--- config.mk ---
export PLATFORM = sky130hd
export DESIGN_NAME = bf_uart_bridge_flat
export DESIGN_NICKNAME = d
export VERILOG_FILES = /design/src/rtl/bf_uart_pkg.sv /design/src/rtl/bf_uart_bridge_if.sv /design/src/rtl/bf_fifo.sv /design/src/rtl/bf_uart_bridge.sv /design/src/flat_wrapper.sv
export SDC_FILE = /design/constraint.sdc
export NUM_CORES = 1
export LEC_CHECK = 0
export CORE_AREA = 2 2 162 164
export DETAILED_ROUTE_END_ITERATION = 10
export DIE_AREA = 0 0 164 166
export GPL_TIMING_DRIVEN = 0
export PLACE_DENSITY_LB_ADDON = 0.2
export SLEW_MARGIN = 20
export SYNTH_ARGS = -nofsm -noshare
export SYNTH_HDL_FRONTEND = slang
export SYNTH_SLANG_ARGS = --single-unit
export TNS_END_PERCENT = 1
--- constraint.sdc ---
create_clock -name clk -period 2.65 [get_ports clk]
set_input_delay 0.795 -clock clk [delete_from_list [all_inputs] [get_ports clk]]
set_output_delay 0.795 -clock clk [all_outputs]
set_load 0.02 [all_outputs]
--- src/rtl/bf_uart_pkg.sv ---
// Shared constants and FSM encoding for the brainfuck-core UART bridge.
package bf_uart_pkg;

  localparam logic [7:0] BF_OP_COMMA    = 8'h2C;
  localparam logic [7:0] BF_OP_DOT      = 8'h2E;
  localparam int         UART_DATA_BITS = 8;

  // One encoding shared by the serialiser and the deserialiser.
  typedef enum logic [1:0] {
    IDLE  = 2'd0,
    START = 2'd1,
    DATA  = 2'd2,
    STOP  = 2'd3
  } uart_state_e;

endpackage

--- src/rtl/bf_uart_bridge_if.sv ---
// Parallel character interface between the brainfuck core and the UART bridge.
interface bf_uart_bridge_if;

  logic       sendingChar;
  logic [7:0] sendedChar;
  logic       core_ready;
  logic [7:0] core_instr;
  logic       receivingChar;
  logic [7:0] receivedChar;

  modport master (
    output sendingChar, sendedChar, core_ready, core_instr,
    input  receivingChar, receivedChar
  );

  modport slave (
    input  sendingChar, sendedChar, core_ready, core_instr,
    output receivingChar, receivedChar
  );

endinterface

--- src/rtl/bf_fifo.sv ---
// Synchronous first-word-fall-through byte FIFO, depth 2**AW.
module bf_fifo #(
  parameter int AW = 4
) (
  input  logic       clk,
  input  logic       reset,
  input  logic       push,
  input  logic [7:0] din,
  input  logic       pop,
  output logic [7:0] dout,
  output logic       empty,
  output logic       full
);

  localparam int DEPTH = 1 << AW;

  logic [7:0]    mem [DEPTH];
  logic [AW-1:0] wr_ptr;
  logic [AW-1:0] rd_ptr;
  logic [AW:0]   count;
  logic          do_pop;
  logic          do_push;

  assign empty   = (count == '0);
  assign full    = (count == (AW+1)'(DEPTH));
  assign do_pop  = pop && !empty;
  // A pop in the same cycle frees the slot, so a push into a full FIFO still lands.
  assign do_push = push && (!full || do_pop);
  assign dout    = mem[rd_ptr];

  // NOTE: sequential state uses non-blocking assignments so every flop sees pre-edge values.
  always_ff @(posedge clk) begin
    if (!reset) begin
      wr_ptr <= '0;
      rd_ptr <= '0;
      count  <= '0;
    end else begin
      if (do_push) wr_ptr <= wr_ptr + 1'b1;
      if (do_pop)  rd_ptr <= rd_ptr + 1'b1;
      case ({do_push, do_pop})
        2'b10:   count <= count + 1'b1;
        2'b01:   count <= count - 1'b1;
        default: count <= count;
      endcase
    end
  end

  // NOTE: storage is not reset; count guards every read, so stale contents are never visible.
  always_ff @(posedge clk) begin
    if (do_push) mem[wr_ptr] <= din;
  end

endmodule

--- src/rtl/bf_uart_bridge.sv ---
// UART 8N1 bridge for the brainfuck core's `.`/`,` character port.
// Define BF_UART_ECHO_EN to echo every accepted RX byte back out on uart_tx.
module bf_uart_bridge
  import bf_uart_pkg::*;
#(
  parameter int CLKS_PER_BIT = 434,
  parameter int FIFO_AW      = 4
) (
  input  logic             clk,
  input  logic             reset,
  bf_uart_bridge_if.slave  core,
  input  logic             uart_rx,
  output logic             uart_tx,
  output logic             tx_busy,
  output logic             tx_overflow,
  output logic             rx_overflow,
  output logic             rx_frame_err
);

  localparam int                CNT_W    = $clog2(CLKS_PER_BIT);
  localparam logic [CNT_W-1:0]  BIT_LAST  = CNT_W'(CLKS_PER_BIT - 1);
  localparam logic [CNT_W-1:0]  HALF_LAST = CNT_W'(CLKS_PER_BIT / 2 - 1);
  localparam logic [2:0]        LAST_BIT  = 3'(UART_DATA_BITS - 1);

  logic       tx_push, tx_pop, tx_empty, tx_full;
  logic [7:0] tx_din, tx_dout;
  logic       rx_push, rx_pop, rx_empty, rx_full;
  logic [7:0] rx_dout;
  logic       rx_accept, rx_drop, tx_drop, echo_lost, frame_err_set;

  bf_fifo #(.AW(FIFO_AW)) u_tx_fifo (
    .clk   (clk),
    .reset (reset),
    .push  (tx_push),
    .din   (tx_din),
    .pop   (tx_pop),
    .dout  (tx_dout),
    .empty (tx_empty),
    .full  (tx_full)
  );

  // ---------------------------------------------------------------- serialiser
  uart_state_e      tx_state, tx_state_d;
  logic [CNT_W-1:0] tx_cnt, tx_cnt_d;
  logic [2:0]       tx_bit, tx_bit_d;
  logic [7:0]       tx_data, tx_data_d;
  logic             tx_line;

  always_ff @(posedge clk) begin
    if (!reset) begin
      tx_state <= IDLE;
      tx_cnt   <= '0;
      tx_bit   <= '0;
      tx_data  <= '0;
      uart_tx  <= 1'b1;
    end else begin
      tx_state <= tx_state_d;
      tx_cnt   <= tx_cnt_d;
      tx_bit   <= tx_bit_d;
      tx_data  <= tx_data_d;
      uart_tx  <= tx_line;
    end
  end

  // NOTE: every always_comb output gets a default first so no latch is inferred.
  always_comb begin
    tx_state_d = tx_state;
    tx_cnt_d   = tx_cnt;
    tx_bit_d   = tx_bit;
    tx_data_d  = tx_data;
    tx_pop     = 1'b0;
    tx_line    = 1'b1;
    case (tx_state)
      IDLE: begin
        if (!tx_empty) begin
          tx_pop     = 1'b1;
          tx_data_d  = tx_dout;
          tx_cnt_d   = '0;
          tx_state_d = START;
        end
      end
      START: begin
        tx_line = 1'b0;
        if (tx_cnt == BIT_LAST) begin
          tx_cnt_d   = '0;
          tx_bit_d   = '0;
          tx_state_d = DATA;
        end else begin
          tx_cnt_d = tx_cnt + 1'b1;
        end
      end
      DATA: begin
        tx_line = tx_data[tx_bit];
        if (tx_cnt == BIT_LAST) begin
          tx_cnt_d = '0;
          if (tx_bit == LAST_BIT) tx_state_d = STOP;
          else                    tx_bit_d   = tx_bit + 3'd1;
        end else begin
          tx_cnt_d = tx_cnt + 1'b1;
        end
      end
      STOP: begin
        if (tx_cnt == BIT_LAST) begin
          tx_cnt_d   = '0;
          tx_state_d = IDLE;
        end else begin
          tx_cnt_d = tx_cnt + 1'b1;
        end
      end
      default: tx_state_d = IDLE;
    endcase
  end

  assign tx_busy = (tx_state != IDLE) || !tx_empty;

  // -------------------------------------------------------------- deserialiser
  logic             rx_meta, rx_sync;
  uart_state_e      rx_state, rx_state_d;
  logic [CNT_W-1:0] rx_cnt, rx_cnt_d;
  logic [2:0]       rx_bit, rx_bit_d;
  logic [7:0]       rx_shift, rx_shift_d;

  always_ff @(posedge clk) begin
    if (!reset) begin
      rx_meta  <= 1'b1;
      rx_sync  <= 1'b1;
      rx_state <= IDLE;
      rx_cnt   <= '0;
      rx_bit   <= '0;
      rx_shift <= '0;
    end else begin
      rx_meta  <= uart_rx;
      rx_sync  <= rx_meta;
      rx_state <= rx_state_d;
      rx_cnt   <= rx_cnt_d;
      rx_bit   <= rx_bit_d;
      rx_shift <= rx_shift_d;
    end
  end

  always_comb begin
    rx_state_d    = rx_state;
    rx_cnt_d      = rx_cnt;
    rx_bit_d      = rx_bit;
    rx_shift_d    = rx_shift;
    rx_push       = 1'b0;
    frame_err_set = 1'b0;
    case (rx_state)
      IDLE: begin
        if (!rx_sync) begin
          rx_cnt_d   = '0;
          rx_state_d = START;
        end
      end
      START: begin
        // Re-check at mid start bit; a line already high again was a glitch.
        if (rx_cnt == HALF_LAST) begin
          rx_cnt_d   = '0;
          rx_bit_d   = '0;
          rx_state_d = rx_sync ? IDLE : DATA;
        end else begin
          rx_cnt_d = rx_cnt + 1'b1;
        end
      end
      DATA: begin
        if (rx_cnt == BIT_LAST) begin
          rx_cnt_d   = '0;
          rx_shift_d = {rx_sync, rx_shift[7:1]};
          if (rx_bit == LAST_BIT) rx_state_d = STOP;
          else                    rx_bit_d   = rx_bit + 3'd1;
        end else begin
          rx_cnt_d = rx_cnt + 1'b1;
        end
      end
      STOP: begin
        if (rx_cnt == BIT_LAST) begin
          rx_cnt_d      = '0;
          rx_state_d    = IDLE;
          rx_push       = rx_sync;
          frame_err_set = !rx_sync;
        end else begin
          rx_cnt_d = rx_cnt + 1'b1;
        end
      end
      default: rx_state_d = IDLE;
    endcase
  end

  bf_fifo #(.AW(FIFO_AW)) u_rx_fifo (
    .clk   (clk),
    .reset (reset),
    .push  (rx_push),
    .din   (rx_shift),
    .pop   (rx_pop),
    .dout  (rx_dout),
    .empty (rx_empty),
    .full  (rx_full)
  );

  assign rx_pop    = !rx_empty && core.core_ready && (core.core_instr == BF_OP_COMMA);
  assign rx_accept = rx_push && (!rx_full || rx_pop);
  assign rx_drop   = rx_push && !rx_accept;

  assign core.receivingChar = !rx_empty;
  assign core.receivedChar  = rx_empty ? 8'h00 : rx_dout;

  // ---------------------------------------------------------------- TX source
`ifdef BF_UART_ECHO_EN
  // The core byte has priority; a colliding echo is lost and flagged.
  assign tx_push   = core.sendingChar || rx_accept;
  assign tx_din    = core.sendingChar ? core.sendedChar : rx_shift;
  assign echo_lost = rx_accept && core.sendingChar;
`else
  assign tx_push   = core.sendingChar;
  assign tx_din    = core.sendedChar;
  assign echo_lost = 1'b0;
`endif

  assign tx_drop = tx_push && tx_full && !tx_pop;

  always_ff @(posedge clk) begin
    if (!reset) begin
      tx_overflow  <= 1'b0;
      rx_overflow  <= 1'b0;
      rx_frame_err <= 1'b0;
    end else begin
      if (tx_drop || echo_lost) tx_overflow  <= 1'b1;
      if (rx_drop)              rx_overflow  <= 1'b1;
      if (frame_err_set)        rx_frame_err <= 1'b1;
    end
  end

endmodule
--- src/flat_wrapper.sv ---
// flat-port wrapper written by rule: the top's interface ports become plain ports
module bf_uart_bridge_flat import bf_uart_pkg::*;
#(
  parameter int CLKS_PER_BIT = 434,
  parameter int FIFO_AW      = 4
)
  (clk, reset, uart_rx, uart_tx, tx_busy, tx_overflow, rx_overflow, rx_frame_err, core_sendingChar, core_sendedChar, core_core_ready, core_core_instr, core_receivingChar, core_receivedChar);
  bf_uart_bridge_if core_i ();
  input  logic clk;
  input  logic reset;
  input  logic uart_rx;
  output logic uart_tx;
  output logic tx_busy;
  output logic tx_overflow;
  output logic rx_overflow;
  output logic rx_frame_err;
  input wire logic [$bits(core_i.sendingChar)-1:0] core_sendingChar;
  input wire logic [$bits(core_i.sendedChar)-1:0] core_sendedChar;
  input wire logic [$bits(core_i.core_ready)-1:0] core_core_ready;
  input wire logic [$bits(core_i.core_instr)-1:0] core_core_instr;
  output wire logic [$bits(core_i.receivingChar)-1:0] core_receivingChar;
  output wire logic [$bits(core_i.receivedChar)-1:0] core_receivedChar;
  assign core_i.sendingChar = core_sendingChar;
  assign core_i.sendedChar = core_sendedChar;
  assign core_i.core_ready = core_core_ready;
  assign core_i.core_instr = core_core_instr;
  assign core_receivingChar = core_i.receivingChar;
  assign core_receivedChar = core_i.receivedChar;
  bf_uart_bridge #(.CLKS_PER_BIT(CLKS_PER_BIT), .FIFO_AW(FIFO_AW)) u_core (.clk(clk), .reset(reset), .core(core_i), .uart_rx(uart_rx), .uart_tx(uart_tx), .tx_busy(tx_busy), .tx_overflow(tx_overflow), .rx_overflow(rx_overflow), .rx_frame_err(rx_frame_err));
endmodule
==> results_dict.tcl <==
set metrics [dict create \
    route.detailed.wl_per_inst_um 21.3 \
    fin_worst_skew_ps 14.4 \
    global_route_wire_length_before_repair_um 43200 \
    timing.critical_path.arrival_ps 2500 \
    groute.usage.overall_pct 20.9 \
    port_buffers 34 \
    final_net_count 982 \
    gr-usage-met3_pct 2.82 \
    max-vdd-ir-drop_v 0.000661 \
    multi_input_area_sq_mm 0.00437 \
    cts.root.buffer_cell "clkbuf_16" \
    net-switching-power_mw 3.04 \
    end_kind "output pin" \
    ys_seq_elements 336 \
    syn-cell-area_sq_mm 0.0138 \
    cts.hold.buffers_added 0 \
    post-synth-top-area-fraction_pct 55.8 \
    grt_most_used_layer "met2" \
    worst_setup_hold_path_clk_slew_ps 60 \
    cts_buffers 35 \
    cellLeakagePower_nw 5.52 \
    reg2reg_slack_ps -170 \
    cts_sinks 336 \
    die_w_um 164 \
    power.density_cell_area_mw_per_mm2 802 \
    setup_violating_endpoint_count_in_the_final_report 12 \
    use_met2_pct 38.6 \
    finalWirelength_um 27600 \
    result_of_the_run "finished with violations" \
    switching_share_pct 23.5 \
    worst-path-max-fanout 7 \
    power.combinational.fraction_pct 14.2 \
    yosysWarnings 0 \
    initial_antenna_violation_count 0 \
    routed-via-count 7408 \
    yosys.area.top_type "edfxtp_1" \
    post_synth_edffs 256 \
    violations "setup timing" \
    dieArea_sq_mm 0.0272 \
    routabilityCongestion 0.816 \
    post-route-util_pct 63.1 \
    path_class "flop to output pin" \
    wp_data_required_ps 1860 \
    core_area_sq_mm 0.0256 \
    r2r.worst_path.cells 11 \
    relSlewSlack_pct 45.5 \
    grt_max_degree 19 \
    power_frac_clock_pct 40.1 \
    finalCriticalPeriod_ps 3300 \
    hold_class "flop to flop" \
    globalRouteOverflowTotal 0 \
    antenna_cell_count 0 \
    synth-seq-area-share_pct 67.4 \
    synth.net_count 900 \
    std_cell_rows 59 \
    final-hold-violation-count 0 \
    tightestPinTransition_ps 815 \
    rsz0062_at_grt "true" \
    synthToLayoutAreaGrowth_pct 17.3 \
    worst_r2r_endpoint "u_core.u_tx_fifo.count[4]$_SDFFE_PN0P_" \
    footprint_of_the_flip_flops_and_latches_sq_mm 0.00930 \
    hold-path-cell-count 1 \
    post_synth_num_cell_types 64 \
    layout.filler_cells 1836 \
    route.detailed.drc 0 \
    maxCapViolations 0 \
    fmax_mhz 303 \
    launch_instance_of_the_worst_register_to_register_path "u_core.u_tx_fifo.count[0]$_SDFFE_PN0P_" \
    detailedRoute.firstPassIterationCount 5 \
    viasPerCell 5.73 \
    initial_core_util_pct 53.8 \
    synthFlopType "edfxtp_1" \
    worst_hold_path.endpoint "u_core.rx_sync$_SDFF_PN1_" \
    synthesis.area_per_instance_sq_um 16.2 \
    proportion_of_layout_cells_with_a_drive_suffix_above_1_pct 22.8 \
    worst_setup_path_start_kind "flop" \
    finalSetupTns_ps -5330 \
    detailed_place_hpwl_um 18000 \
    slew_viol_final 0 \
    antenna_violating_nets_post_route 0 \
    ranking_of_synthesized_cells_by_area "edfxtp_1, mux4_2, dfxtp_1, ha_1, nor2_1" \
    cell_internal_power_mw 9.92 \
    clockBufferDepth 3 \
    num_io_pins 35 \
    postLayoutSetupSlackWorst_ps -649 \
    die_y_um 166 \
    grt_pass1_vias 7613 \
    seq_pwr_share_pct 45.8 \
    clock_insertion_delay_worst_skew_ps 510 \
    layout_worst_path_cycle_share_pct 124 \
    met1_usage_pct 25.6 \
    htree_levels 2 \
    worstHoldStart "u_core.rx_meta$_SDFF_PN1_" \
    syn_inst 849 \
    detailedRoute.firstIterationViolations 483 \
    cts_tree "built" \
    asyncSetResetFlopFracSynth_pct 0 \
]
-- routing by layer --
metal | vias to the layer above | wire, um
met4 | 0 | 602
met1 | 3719 | 10900
li1 | 3471 | -
met5 | - | 0
met3 | 42 | 1100
met2 | 176 | 15000
-- sequential cells by signal, indices dropped and copies added (netlist names), named ones only --
signal,cells
u_core.rx_bit,3
u_core.rx_cnt,9
u_core.rx_frame_err,1
u_core.rx_meta,1
u_core.rx_overflow,1
u_core.rx_shift,8
u_core.rx_state,1
u_core.rx_sync,1
u_core.tx_bit,3
u_core.tx_cnt,9
u_core.tx_data,8
u_core.tx_overflow,1
u_core.tx_state,2
u_core.u_rx_fifo.count,5
u_core.u_rx_fifo.mem,128
u_core.u_rx_fifo.rd_ptr,4
u_core.u_rx_fifo.wr_ptr,4
u_core.u_tx_fifo.count,5
u_core.u_tx_fifo.mem,128
u_core.u_tx_fifo.rd_ptr,4
u_core.u_tx_fifo.wr_ptr,4
u_core.uart_tx,1
-- metrics by stage --
step / area [sq um] / hold slack [ps] / total power [mW] / std cells / setup WS [ps]
2_1_floorplan: 13800 / 386 / 7.31 / 849 / -47.6
3_3_place_gp: 14600 / 392 / 7.74 / 1218 / -1290
3_5_place_dp: 14600 / 397 / 7.78 / 1220 / -856
4_1_cts: 16100 / 411 / 13.0 / 1292 / -753
5_1_grt: 16200 / 447 / 13.5 / 1292 / -683
6_report: 16200 / 409 / 13.0 / 1292 / -649
-- power by group through the flow --
stage	combinational, mW	sequential [mW]	clock (mW)
after floorplan	1.31	6.00	0
after global placement	1.72	6.02	0
after detailed placement	1.76	6.03	0
after CTS	1.84	5.93	5.27
after global routing	2.02	5.95	5.48
final	1.84	5.93	5.19
-- worst max-delay path, stage by stage, from the launching register on --
cell and delay, ps:
dfxtp_2 340, buf_12 150, buf_12 130, mux4_2 550, mux4_2 490, and2_1 180
buf_2 150
-- cell type report --
class                      instances  area share [%]
sequential                       336            57.5
multi-input combinational        452            27.1
clock buffer                      53            6.54
timing repair buffer              45            2.89
tap                              335            2.59
buffer                            43            1.87
clock inverter                    10            1.11
inverter                          18           0.418
-- kinds of logic (layout without fill, tap and decap cells) --
logic type / after synthesis / in the layout / share of synthesized area [%]
xor+xnor: 25 / 25 / 1.59
compound gates: 76 / 76 / 4.13
simple gates: 223 / 223 / 8.27
fa+ha+maj: 30 / 30 / 2.78
flops: 336 / 336 / 67.4
buf+inv: 61 / 169 / 1.91
mux: 98 / 98 / 13.9
-- what timing repair did --
item,in CTS,in global routing
cloned,2,1
pin swaps,2,6
endpoints found under the setup margin,142,121
setup buffers,7,0
gates resized for setup,91,30
-- worst max path at each step --
stage / start / end / depth (start not counted)
after detailed placement: core_core_instr[4] / u_core.u_rx_fifo.count[4]$_SDFFE_PN0P_ / 9
final: flop / core_receivedChar[7] / 6
after global placement: core_core_instr[4] / u_core.u_rx_fifo.mem[3][2]$_DFFE_PP_ / 6
after CTS: flop / core_receivedChar[6] / 7
after floorplan: u_core.u_tx_fifo.count[0]$_SDFFE_PN0P_ / u_core.u_tx_fifo.count[4]$_SDFFE_PN0P_ / 10
after global routing: flop / core_receivedChar[6] / 7
-- layout by cell type, fill, tap and decap left out, types with 11 or more instances in the layout --
| cell type | n |
|---|---|
| inv_1 | 17 |
| and3_2 | 11 |
| xor2_1 | 14 |
| buf_2 | 11 |
| clkbuf_1 | 26 |
| clkbuf_16 | 39 |
| a21oi_1 | 11 |
| mux4_2 | 74 |
| xnor2_1 | 11 |
| nor2_1 | 74 |
| clkdlybuf4s50_1 | 24 |
| buf_6 | 12 |
| edfxtp_1 | 256 |
| nand2b_1 | 11 |
| mux2i_1 | 22 |
| nand2_1 | 38 |
| dfxtp_1 | 76 |
| ha_1 | 28 |
-- cells in the mapped netlist (3+ instances only) --
cell and count:
a221oi_1 8, edfxtp_1 256, a22o_1 8, dfxtp_1 80, nand2_1 38, o211a_1 4
nor4b_1 3, mux2i_1 22, mux4_2 74, nor2b_1 11, a211oi_1 3, and2_1 14
nor3_1 18, and3_1 16, clkbuf_1 25, buf_1 6, buf_6 3, nor2_1 74
a21o_1 3, o22ai_1 9, o21ai_0 4, inv_1 17, xnor2_1 11, nand3_1 10
and4_1 3, buf_2 9, o211ai_1 4, xor2_1 14, nand2b_1 11, a21oi_1 14
ha_1 29, nand4_1 6
(Power assumes the default switching activity.)
